==> src/rtl/cpu_sequencer.sv <==
// Instruction sequencer: steps the core through READ/LOAD/CALC/WRITE and counts retired instructions.
// Optional RAM stall timeout (into SERR) is compiled in with `define SEQ_STALL_TIMEOUT_EN.
module cpu_sequencer #(
    parameter int                      IP_WIDTH       = 8,
    parameter int                      OPCODE_WIDTH   = 4,
    parameter logic [OPCODE_WIDTH-1:0] HALT_OPCODE    = '1,
    parameter int                      TIMEOUT_CYCLES = 16
) (
    input  logic                    clk,
    input  logic                    rst,
    input  logic                    run,
    input  logic                    ram_busy,
    input  logic [OPCODE_WIDTH-1:0] opcode,
    input  logic [IP_WIDTH-1:0]     ip,
    output logic [2:0]              q,
    output logic                    err,
    output logic                    halted,
    output logic                    retired,
    output logic [15:0]             retire_cnt
);

    typedef enum logic [2:0] {
        SRST   = 3'd0,
        SREAD  = 3'd1,
        SLOAD1 = 3'd2,
        SLOAD2 = 3'd3,
        SCALC  = 3'd4,
        SWRITE = 3'd5,
        SHALT  = 3'd6,
        SERR   = 3'd7
    } state_t;

    state_t      state_reg;
    logic        retired_reg;
    logic [15:0] retire_cnt_reg;
    logic        stall;
    logic        timeout;

    // Only the three RAM-facing states can be stretched by ram_busy.
    assign stall = ram_busy &&
                   ((state_reg == SLOAD1) || (state_reg == SLOAD2) || (state_reg == SWRITE));

`ifdef SEQ_STALL_TIMEOUT_EN
    localparam int CNT_W = (TIMEOUT_CYCLES > 1) ? $clog2(TIMEOUT_CYCLES) : 1;
    localparam logic [CNT_W-1:0] CNT_LAST = CNT_W'(TIMEOUT_CYCLES - 1);

    logic [CNT_W-1:0] stall_cnt_reg;

    assign timeout = stall && (stall_cnt_reg == CNT_LAST);

    always_ff @(posedge clk) begin
        if (rst) begin
            stall_cnt_reg <= '0;
        end else if (!stall) begin
            stall_cnt_reg <= '0;
        end else if (stall_cnt_reg != CNT_LAST) begin
            stall_cnt_reg <= stall_cnt_reg + 1'b1;
        end
    end

    assign err = (state_reg == SERR);
`else
    // Without the timeout the parameter has no effect and SERR cannot be reached.
    logic unused_timeout;
    assign unused_timeout = (TIMEOUT_CYCLES == 0);
    assign timeout        = 1'b0;
    assign err            = 1'b0;
`endif

    always_ff @(posedge clk) begin
        if (rst) begin
            state_reg      <= SRST;
            retired_reg    <= 1'b0;
            retire_cnt_reg <= '0;
        end else begin
            retired_reg <= 1'b0;
            if (timeout) begin
                state_reg <= SERR;
            end else begin
                case (state_reg)
                    SRST:   if (run) state_reg <= SREAD;
                    SREAD:  state_reg <= SLOAD1;
                    SLOAD1: if (!ram_busy) state_reg <= SLOAD2;
                    SLOAD2: begin
                        if (!ram_busy) begin
                            state_reg <= (opcode == HALT_OPCODE) ? SHALT : SCALC;
                        end
                    end
                    SCALC:  state_reg <= SWRITE;
                    SWRITE: begin
                        if (!ram_busy) begin
                            retired_reg <= 1'b1;
                            if (retire_cnt_reg != 16'hFFFF) begin
                                retire_cnt_reg <= retire_cnt_reg + 16'd1;
                            end
                            // Last address halts instead of wrapping the instruction pointer.
                            if (&ip) begin
                                state_reg <= SHALT;
                            end else if (!run) begin
                                state_reg <= SRST;
                            end else begin
                                state_reg <= SREAD;
                            end
                        end
                    end
                    default: state_reg <= state_reg;
                endcase
            end
        end
    end

    assign q          = state_reg;
    assign halted     = (state_reg == SHALT);
    assign retired    = retired_reg;
    assign retire_cnt = retire_cnt_reg;

endmodule

==> config.mk <==
export PLATFORM = sky130hd
export DESIGN_NAME = cpu_sequencer
export DESIGN_NICKNAME = d
export VERILOG_FILES = /design/src/rtl/cpu_sequencer.sv
export SDC_FILE = /design/constraint.sdc
export NUM_CORES = 1
export LEC_CHECK = 0
export ABC_CLOCK_PERIOD_IN_PS = 3000
export CORE_MARGIN = 3
export CORE_UTILIZATION = 45
export DETAILED_ROUTE_END_ITERATION = 10
export HOLD_SLACK_MARGIN = 0.15
export PLACE_DENSITY = 0.8
export SYNTH_ARGS = -nofsm -noshare
export SYNTH_HDL_FRONTEND = slang
export SYNTH_SLANG_ARGS = --single-unit
export TNS_END_PERCENT = 10
==> constraint.sdc <==
create_clock -name clk -period 3 [get_ports clk]
set_input_delay 0.6 -clock clk [delete_from_list [all_inputs] [get_ports clk]]
set_output_delay 0.6 -clock clk [all_outputs]
set_load 0.02 [all_outputs]
=== After elaboration in Yosys (flattened, before gate mapping) ===
Index checks and enable logic that the tools add are counted.

* Order comparisons: 0
* Reductions and logical operators: 6
* Eq/ne operators: 12
* Div/mod/pow operators: 0
* Shifts and indexed selects: 0
* $mul: 0
* Bitwise logic cells: 2
* Add/sub/neg operators: 1
* Multiplexer cells: 9

{| class="wikitable"
|+ Operators by type and width
! cell !! count
|-
| 3-bit case mux with 6 select lines || 1
|-
| 16-bit by 1-bit adder with 16-bit output (second input constant) || 1
|-
| 16-bit != test (second input constant) || 1
|-
| 3-bit 2-to-1 mux || 5
|-
| 3-bit == test (second input constant) || 3
|-
| 2-bit != test (second input constant) || 4
|-
| 8-bit AND reduction || 1
|-
| 3-bit by 2-bit == test with 1-bit output (second input constant) || 2
|-
| 6-bit nonzero test || 1
|-
| 5-bit AND reduction || 1
|-
| 4-bit == test (second input constant) || 1
|-
| 3-bit by 1-bit == test with 1-bit output (second input constant) || 1
|-
| 3-bit zero test || 1
|-
| 3-bit AND reduction || 1
|-
| 1-bit 2-to-1 mux || 2
|-
| 2-bit 2-to-1 mux || 1
|-
| 1-bit inverter || 2
|-
| 2-bit OR reduction || 1
|}

* Output and inout bits: 22
* Bits in latches: 0
* Bits in read-only memories: 0
* Memories: 0
* Bits in registers: 20
* RAM bits: 0
* Input port bits: 16

=== Logic depth before layout (Yosys ltp) ===
* Word-level depth: 4
* Gate-level depth with buffers: 6
* Gate-level depth less buffers: 5

=== Worst setup path after synthesis ===
OpenSTA, ideal clock, no wires.

* Path kind: in2reg
* Start: input port ram_busy
* End: register retire_cnt_reg[6], in the netlist retire_cnt[6]
* Setup time: 0.121 ns
* Path slack: 1.191 ns
* Arrival time: 1.688 ns
* Cell stages on the path: 4
* Path buffers: 0
* Cell sequence: nand4bb_4 or2_1 a211oi_1 mux2_2

* Longest elaborated chain between the ends: 2

{| class="wikitable"
|+ RTL lines
! item !! line !! text
|-
| start, declared || 12 || <nowiki>input logic ram_busy,</nowiki>
|-
| 1-bit inverter (no line) || -- ||
|-
| 3-bit AND reduction (no line) || -- ||
|-
| end signal, assigned || 94 || <nowiki>retire_cnt_reg <= retire_cnt_reg + 16'd1;</nowiki>
|-
| end, declared || 35 || <nowiki>logic [15:0] retire_cnt_reg;</nowiki>
|}

No other way between the ends.
A chain may end at the register's enable or synchronous reset.

=== Worst setup path after layout ===
* Start: register state_reg[2], in the netlist q[2]
* End: output port halted

* Longest elaborated chain between the ends: 1

{| class="wikitable"
|+ RTL lines
! item !! line !! text
|-
| start, declared || 33 || <nowiki>state_t state_reg;</nowiki>
|-
| start signal, assigned || 86 || <nowiki>state_reg <= (opcode == HALT_OPCODE) ? SHALT : SCALC;</nowiki>
|-
| start signal, assigned || 106 || <nowiki>default: state_reg <= state_reg;</nowiki>
|-
| 3-bit == test || 113 || <nowiki>assign halted = (state_reg == SHALT);</nowiki>
|-
| end, declared || 17 || <nowiki>output logic halted,</nowiki>
|}

No other way between the ends.

==> impl_metrics.py <==
metrics = {
    "sta": {
        "setup_ws_ps": 494,
        "fin_crit_ps": 2510,
        "max-slew-margin-rel_pct": 54.9,
        "rsz0062_at_grt": "no",
        "hold_ws_ps": 526,
        "setup_viol": 0,
        "max_freq_mhz": 399,
        "hold_violations": 0,
        "worst_slew_pin_slew_ps": 672,
        "setup_tns_ps": 0,
        "fin_skew_ps": 7.52,
        "final_max_slew_viol_count": 0,
        "period_share_pct": 83.5,
    },
    "final_layout": {
        "layout_common_cells": "36 x clkdlybuf4s50_1, 20 x dfxtp_1, 16 x a21oi_1",
        "nets": 203,
        "final_common_cell": "clkdlybuf4s50_1",
        "antenna_cells": 0,
        "syn2layout_area_growth_pct": 31.6,
        "finalNonFillerCells": 214,
        "largest_reg_flops": 16,
        "fill_cells": 230,
        "fin_area_sq_um": 1670,
        "drive_gt1_share_pct": 8.15,
        "fin_util_pct": 64.6,
    },
    "synth": {
        "synth_area_leaders": "dfxtp_1 31%, a21oi_1 6.3%, o21ai_0 4.3%",
        "avgSynthCellArea_sq_um": 8.47,
        "syn_area_sq_um": 1270,
        "ys_ff_latch": 20,
        "ys_async_sr_fraction_pct": 0,
        "syn_nets": 168,
        "syn-instance-count": 150,
        "post-synth-top-area-cell": "dfxtp_1",
        "synth_flop_cell": "dfxtp_1",
        "synth_cell_type_count": 45,
        "synth_top_area_share_pct": 31.5,
        "yosysSeqAreaShare_pct": 31.5,
        "synth_warnings": 0,
        "synth_edf_count": 0,
    },
    "routing": {
        "drt_wl_total_mm": 3.08,
        "ant_nets": 0,
        "drc": 0,
        "drt_iter0_drc": 45,
        "avgViaCountPerCell": 5.97,
        "post_drt_wl_per_cell_um": 14.4,
        "dr.pass1.iters": 4,
        "dr_total_vias": 1278,
    },
    "cts": {
        "clk_pin_slew_ps": 110,
        "htree_levels": 1,
        "tritoncts": "done",
        "cts_buffers": 3,
        "root_buffer": "clkbuf_4",
        "clock_sinks": 20,
        "post_cts_buffers": 0,
        "clockBufferDepth": 2,
        "insertion_delay_ps": 290,
        "cts-hold-fix-buffers": 0,
        "post_cts_resized": 0,
    },
    "power_and_ir_drop": {
        "p_comb_share_pct": 22.5,
        "clock_power_share_pct": 26.2,
        "seqPwrFrac_pct": 51.2,
        "switchingPower_mw": 0.161,
        "powerDensity_nw_per_um2": 347,
        "switching_share_pct": 27.8,
        "p_leak_nw": 0.594,
        "power.total_mw": 0.581,
        "ir_worst_vdd_mv": 0.290,
        "internal_power_mw": 0.419,
    },
    "placement": {
        "routabilityCongestion": 0.831,
        "place_area_sq_um": 1640,
        "port_buffers": 36,
        "dp_cells": 210,
        "hpwl_mm": 2.37,
        "pre_cts_ws_ps": 532,
    },
    "floorplanning": {
        "fp.dieW_um": 59.2,
        "ioPinCount": 38,
        "num_rows": 18,
        "fp.dieH_um": 59.2,
        "start_util_pct": 49.1,
        "dieArea_sq_um": 3500,
        "core_sq_um": 2590,
    },
    "critical_path": {
        "crit_buf_inv": 1,
        "startpoint_type": "register",
        "worst_ep_required_time_ps": 2400,
        "crit_chain": "nand2_1, nor2_1, clkdlybuf4s50_1",
        "critPathKind": "reg2out",
        "rr_worst_depth": 4,
        "crit_slowest_cell": "dfxtp_1",
        "r2r-end": "retire_cnt[6]",
        "r2r-start": "q[2]",
        "cp_top_family": "flip-flops",
        "crit_arrival_ps": 1910,
        "crit_path_start": "q[2]",
        "max_stage_delay_ps": 730,
        "cp-end-kind": "output port",
        "r2r_slack_ps": 1040,
        "worstPathMaxFanout": 18,
    },
    "grt": {
        "grt_pass1_vias": 1073,
        "grt_max_degree": 19,
        "grt_use_total_pct": 17.7,
        "grt_overflow_total": 0,
        "grt_pass1_wl_mm": 4.89,
        "antenna_found_initial": 0,
    },
    "hold_path": {
        "whs_endpoint": "retire_cnt[1]",
        "min_path_type": "reg2reg",
        "hold_depth": 2,
        "hold_start": "retire_cnt[1]",
    },
    "outcome": {
        "status": "finished, final reports clean",
    },
    "run": {
        "drv_cap": 0,
    },
}
-- synthesized netlist by cell type (all sizes together), types with 3 or more instances --
cell	number
a21oi	16
nor3	3
a31oi	3
buf	5
nand2	9
dfxtp	20
nor2b	5
o21ai	11
or3	6
nor2	10
o31ai	3
nand4	8
nor4	5
nand3	4
inv	5
or4	3
-- how the worst max path moves through the flow --
| stage | end | slack (ps) | cells after the start |
|---|---|---|---|
| 2_1_floorplan | retire_cnt[6] | 1190 | 4 |
| 3_3_place_gp | retire_cnt[6] | 580 | 5 |
| 3_5_place_dp | retire_cnt[6] | 530 | 5 |
| 4_1_cts | halted | 500 | 3 |
| 5_1_grt | halted | 410 | 3 |
| 6_report | halted | 490 | 3 |
-- power by group through the flow --
| stage | sequential, mW | combinational (mW) | clock (mW) |
|---|---|---|---|
| after floorplan | 0.292 | 0.0981 | 0 |
| after global placement | 0.303 | 0.127 | 0 |
| after detailed placement | 0.303 | 0.130 | 0 |
| after CTS | 0.297 | 0.131 | 0.158 |
| after global routing | 0.300 | 0.142 | 0.168 |
| final | 0.297 | 0.131 | 0.152 |
-- layer usage --
metal / part of all wire (%) / global-route usage [%] / wire length (um)
met5: 0 / 0 / 0
met4: 0.88 / 3.88 / 27
met3: 5.8 / 3.70 / 180
met2: 46 / 28.5 / 1410
met1: 48 / 24.3 / 1470
-- worst register-to-register path: stages, from the launching register on --
cell       delay, ps
dfxtp_1          730
nand4bb_4        230
or2_1            310
a211oi_1         240
mux2_2           360
-- kinds of logic (layout without fill, tap and decap cells) --
logic type	count (synthesis)	in the layout	synth area share (%)
other cells	1	1	0.295
flops	20	20	31.5
mux	4	4	3.35
fa+ha+maj	2	2	1.97
compound gates	46	46	22.8
xor+xnor	1	1	0.689
buf+inv	12	46	4.63
simple gates	64	64	34.7
-- layout make-up --
cell class / instances / area [sq um] / area share, %
sequential: 20 / 400 / 23.9
multi-input combinational: 118 / 812 / 48.5
timing repair buffer: 37 / 368 / 22.0
inverter: 5 / 18.8 / 1.12
clock buffer: 4 / 36.3 / 2.17
tap: 30 / 37.5 / 2.24
Note: power is estimated with default switching activity, not from simulation.
==> patch 1, RTL diff (config.mk and constraints unchanged) <==
Build with the macro `SEQ_STALL_TIMEOUT_EN` defined.
--- a/src/rtl/cpu_sequencer.sv
+++ b/src/rtl/cpu_sequencer.sv
@@ -1,5 +1,7 @@
 // Instruction sequencer: steps the core through READ/LOAD/CALC/WRITE and counts retired instructions.
 // Optional RAM stall timeout (into SERR) is compiled in with `define SEQ_STALL_TIMEOUT_EN.
+`define SEQ_STALL_TIMEOUT_EN
+
 module cpu_sequencer #(
     parameter int                      IP_WIDTH       = 8,
     parameter int                      OPCODE_WIDTH   = 4,
Behaviour: same outputs for any inputs over 10 cycles, from zero or initial values and one cycle with rst high; that may be too few to reach the edited logic, so the function may still have changed.
==> patch 1 against the original RTL <==
- power rose by 41%
- register-to-register slack worse by 0.03 ns
- synthesized cell count grew 12%
- non-clock buffer count is 1 higher
- highest routed layer unchanged
- routed wire length increased by 8.1%
- synthesized area rose by 6.1%
- sequential cell count rose by 4
- count of clock-buffer cells in the layout down 1
- setup slack gained 0.019 ns
- final area up 5.2%
==> patch 1: results (changes against the original RTL) <==
[final_layout]
layout-drive-gt1-share_pct = 5.45  ; -2.7 points
diodes = 0  ; unchanged
final_cells = 233  ; +8.9%
largest_reg_flops = 16  ; unchanged
final_net_count = 222  ; +9.4%
fillCellCount = 259  ; +13%

[clocking]
cts_max_level = 1  ; unchanged
post_cts_buffers = 0  ; unchanged
post_cts_resized = 0  ; unchanged
cts-root-buf = clkbuf_4
clkLatencyLatePin_ns = 0.32  ; +0.03 ns
clock_path_buffers = 2  ; unchanged
cts_buffers = 3  ; unchanged
clk_pin_slew_ns = 0.12

[synth]
yosysWarnings = 0  ; unchanged
synth_cells = 168  ; +12%
synth.net_count = 186  ; +11%
synth_top_flop_cell = dfxtp_1
async_reset_ff_share_pct = 0  ; unchanged
yosys-top-cells-area = dfxtp_1 (36%), nor2_1 (5.3%), nand3_1 (4.5%), a21oi_1 (4.1%), or3_1 (3.7%)
ys_seq_area_share_pct = 35.6  ; +4.1 points
yosysUniqueCellTypes = 39  ; -13%
synthTopCellsByCount = dfxtp_1 (24), nor2_1 (19), nand3_1 (12)

[grt]
grt_max_degree = 26  ; +7
grt_pass1_wl_um = 5780  ; +18%
grtUsageTotal_pct = 20.0  ; +2.3 points
first_global_vias = 1368  ; +27%
antenna_found_initial = 0  ; unchanged

[routing]
initialDrtViolationCount = 50  ; +11%
via_per_inst = 6.08  ; +1.8%
drt-pass1-iter-count = 4  ; unchanged
wirelength_um = 3330  ; +8.1%

[sta]
tns_ns = 0  ; unchanged
relSlewSlack_pct = 67.8  ; +13 points
fin_skew_ns = 0.00510  ; -0.00242 ns

[worst_setup_path]
crit_family = buffers and inverters
r2r_start = q[2]
critPathMaxStageDelay_ns = 0.64  ; -0.09 ns
cp_slowest_cell = dfxtp_1
crit_arrival_ns = 1.89  ; -0.02 ns
path_max_fanout = 16  ; -2
cp-startpoint = q[2]

[place]
placed_area_um2 = 1740  ; +6.2%
dp.final_hpwl_um = 2480  ; +4.4%
place.gp.congestion = 0.805  ; -3.1%
port_buffers = 37  ; +2.8%

[power_and_ir_drop]
p_leak_nw = 0.564  ; -5.0%
ir_drop_uv = 406  ; +40%

[run_status]
status = finished clean

[min_path]
holdCritStartpoint = retire_cnt[14]
min_path_type = flop to flop

==> patch 1: cell count changes after synthesis, sizes merged, moves of 3 or more <==
cell,delta
nor2,+9
a211oi,+4
buf,-4
nor4,-3
nand3b,+3
nand2,-3
nand3,+8
a21oi,-5
clkbuf,+4
dfxtp,+4
nor3,+5
==> patch 1: path summary, 6_finish.rpt <==
check | end | slack [ns] | cells after the start
worst max-delay path | halted | 0.51 | 3
worst min register to register | retire_cnt[14] | 0.52 | 2
worst max register to register | retire_cnt[9] | 1.01 | 4
worst min-delay path | retire_cnt[14] | 0.52 | 2
==> patch 1: cell families (layout without fill, tap and decap cells) <==
family / count (synthesis) / count (layout) / share of synthesized area [%]
flops: 24 / 24 / 35.6
mux: 4 / 4 / 3.25
compound gates: 42 / 42 / 19.7
buf+inv: 12 / 46 / 3.43
xor+xnor: 1 / 1 / 0.649
fa+ha+maj: 2 / 2 / 1.85
simple gates: 83 / 83 / 35.5
==> patch 1: metrics by stage <==
step / worst slack [ns] / hold slack [ns]
2_1_floorplan: 1.05 / 0.495
3_3_place_gp: 0.504 / 0.496
3_5_place_dp: 0.455 / 0.501
4_1_cts: 0.521 / 0.522
5_1_grt: 0.417 / 0.580
6_report: 0.513 / 0.521
==> patch 1: final cells by class <==
type,count,area (µm²),area share [%]
flip-flops and latches,24,480,27.3
well taps,31,38.8,2.20
inverters,5,18.8,1.07
multi-input cells,132,822,46.7
repair buffers,38,378,21.5
clock buffers,3,22.5,1.28
==> patch 1: power by group <==
group | leakage [nW] | internal [W] | switching [W]
clock | 0.0138 | 0.0000472 | 0.0000963
combinational | 0.356 | 0.000130 | 0.000131
sequential | 0.194 | 0.000343 | 0.0000721
total | 0.564 | 0.000520 | 0.000300
==> patch 1: worst reg2reg max path: stages, from the launching register on <==
cell	delay, ns
dfxtp_1	0.64
and4bb_1	0.42
nand4_2	0.21
a211oi_1	0.27
mux2_2	0.36
==> patch 1: routing by layer <==
layer	routed length, µm	track usage, %	part of all wire [%]	vias up
met1	1450	23.4	44	655
met4	67	8.05	2.0	0
met5	0	0	0	-
li1	-	-	-	710
met3	175	3.83	5.3	7
met2	1640	35.6	49	45
==> patch 2, RTL diff (same flow settings) <==
Without the edit above. Register the inputs `run`, `ram_busy`, `opcode` and `ip` before use, without a reset. The logic sees them one clock later.
--- a/src/rtl/cpu_sequencer.sv
+++ b/src/rtl/cpu_sequencer.sv
@@ -30,6 +30,18 @@
         SERR   = 3'd7
     } state_t;
 
+    logic run_q;
+    logic ram_busy_q;
+    logic [OPCODE_WIDTH-1:0] opcode_q;
+    logic [IP_WIDTH-1:0] ip_q;
+
+    always_ff @(posedge clk) begin
+        run_q      <= run;
+        ram_busy_q <= ram_busy;
+        opcode_q   <= opcode;
+        ip_q       <= ip;
+    end
+
     state_t      state_reg;
     logic        retired_reg;
     logic [15:0] retire_cnt_reg;
@@ -37,7 +49,7 @@
     logic        timeout;
 
     // Only the three RAM-facing states can be stretched by ram_busy.
-    assign stall = ram_busy &&
+    assign stall = ram_busy_q &&
                    ((state_reg == SLOAD1) || (state_reg == SLOAD2) || (state_reg == SWRITE));
 
 `ifdef SEQ_STALL_TIMEOUT_EN
@@ -78,25 +90,25 @@
                 state_reg <= SERR;
             end else begin
                 case (state_reg)
-                    SRST:   if (run) state_reg <= SREAD;
+                    SRST:   if (run_q) state_reg <= SREAD;
                     SREAD:  state_reg <= SLOAD1;
-                    SLOAD1: if (!ram_busy) state_reg <= SLOAD2;
+                    SLOAD1: if (!ram_busy_q) state_reg <= SLOAD2;
                     SLOAD2: begin
-                        if (!ram_busy) begin
-                            state_reg <= (opcode == HALT_OPCODE) ? SHALT : SCALC;
+                        if (!ram_busy_q) begin
+                            state_reg <= (opcode_q == HALT_OPCODE) ? SHALT : SCALC;
                         end
                     end
                     SCALC:  state_reg <= SWRITE;
                     SWRITE: begin
-                        if (!ram_busy) begin
+                        if (!ram_busy_q) begin
                             retired_reg <= 1'b1;
                             if (retire_cnt_reg != 16'hFFFF) begin
                                 retire_cnt_reg <= retire_cnt_reg + 16'd1;
                             end
                             // Last address halts instead of wrapping the instruction pointer.
-                            if (&ip) begin
+                            if (&ip_q) begin
                                 state_reg <= SHALT;
-                            end else if (!run) begin
+                            end else if (!run_q) begin
                                 state_reg <= SRST;
                             end else begin
                                 state_reg <= SREAD;
Formal check against the unedited RTL: not equivalent (a bounded check fails within 4 cycles, from zero or initial values and one cycle with rst high).
==> patch 2 against the original RTL <==
- maximum frequency increased by 4.7%
- synthesized cell count increased by 7.3%
- first-iteration DRC count increased by 84%
- synthesized area increased by 18%
- critical path type unchanged
- global-route usage decreased by 1.5 points
- sequential share of layout area increased by 11 points
- final area increased by 16%
- setup slack improved by 0.11 ns
- sequential cell count increased by 14
- highest routed layer unchanged
- routed wire length increased by 2.2%
Power is not compared: it rests on default switching activity, and its combinational part moved more than twofold at a synthesized area within 25%.
==> patch 2: results (changes against the original RTL) <==
[routing]
wl_per_cell_um = 13.0  ; -9.6%
wirelength_um = 3150  ; +2.2%
drt-pass1-iter-count = 4  ; unchanged
vias = 1313  ; +2.7%
initialDrtViolationCount = 83  ; +84%

[grt]
antenna_found_initial = 0  ; unchanged
grtUsageTotal_pct = 16.2  ; -1.5 points
grt_max_degree = 27  ; +8
grt_pass1_wl_um = 5380  ; +10%

[synth]
yosys-top-cells-area = dfxtp_1 (45%), mux2_2 (5.3%), a21oi_1 (4.0%), nor2b_1 (3.8%), nor2_1 (3.3%)
synthTopCellsByCount = dfxtp_1 (34), nor2_1 (13), a21oi_1 (12)
synth_cells = 161  ; +7.3%
yosysUniqueCellTypes = 42  ; -6.7%
synth.net_count = 179  ; +6.5%

[worst_setup_path]
critPathMaxStageDelay_ns = 0.65  ; -0.08 ns
rrSetupSlack_ns = 0.85  ; -0.19 ns
rr_endpoint = retire_cnt[12]
path_max_fanout = 17  ; -1

[clocking]
cts_buffers = 5  ; +2
post_cts_buffers = 0  ; unchanged
cts_max_level = 2  ; +1
clkLatencyLatePin_ns = 0.32  ; +0.03 ns

[min_path]
holdCritStartpoint = retire_cnt[12]
whs_endpoint = retire_cnt[12]

[sta]
fin_skew_ns = 0.0136  ; +0.00609 ns
relSlewSlack_pct = 41.7  ; -13 points

[place]
place.gp.congestion = 0.841  ; +1.2%
placed_area_um2 = 1880  ; +15%
dp.final_hpwl_um = 2330  ; -1.9%
dp_slack_ns = 0.715  ; +0.183 ns

[run_status]
status = finished clean

[final_layout]
layout-drive-gt1-share_pct = 9.09  ; +0.94 points
final_net_count = 215  ; +5.9%

patch 2: cell types whose count changed after synthesis, sizes merged, moves of 4 or more:
cell and delta:
dfxtp +14, clkbuf +5, mux2 +5, o21ai -5
a21oi -4, buf -4, nor2b +4, nor4 -4
or3 -4
patch 2: how the worst max path moves through the flow:
| stage | startpoint | end | slack, ns | cells after the start |
|---|---|---|---|---|
| final | q[1] | halted | 0.61 | 2 |
| after global routing | q[1] | halted | 0.50 | 2 |
| after CTS | q[1] | halted | 0.59 | 2 |
| after detailed placement | rst | q[1] | 0.71 | 5 |
| after global placement | rst | retire_cnt[7] | 0.75 | 3 |
| after floorplan | retire_cnt[0] | retire_cnt[12] | 0.91 | 6 |
patch 2: logic make-up after synthesis:
family / Yosys count / synth area share (%)
AOI/OAI and AO/OA: 39 / 17.3
adders and majority gates: 2 / 1.67
buffers and inverters: 13 / 3.60
DFF: 34 / 45.5
muxes: 8 / 5.94
other: 1 / 0.251
and+or+nand+nor: 64 / 25.8
patch 2: worst register-to-register path: stages (launching register included):
cell and delay [ns]:
dfxtp_1 0.62, nand4bb_4 0.17, or4_1 0.65, or4_1 0.50, a21oi_1 0.14
patch 2: where the power goes:
group	switching (W)	internal, W	total (W)
Clock	0.000142	0.000114	0.000255
Combinational	0.0000208	0.0000307	0.0000514
Sequential	0.0000113	0.000463	0.000475
patch 2: final cells by class:
type	instances	area [µm²]
clock buffer	7	55.1
multi-input combinational	114	762
clock inverter	1	5.00
fill	299	1160
timing repair buffer	37	368
inverter	5	18.8
tap	44	55.1
sequential	34	681
patch 2: layer usage:
metal | vias up | routed length, µm | GRT usage [%]
met1 | 619 | 1380 | 18.5
met5 | - | 0 | 0
met3 | 2 | 140 | 4.28
met2 | 27 | 1610 | 28.9
met4 | 0 | 13 | 5.39
li1 | 665 | - | -
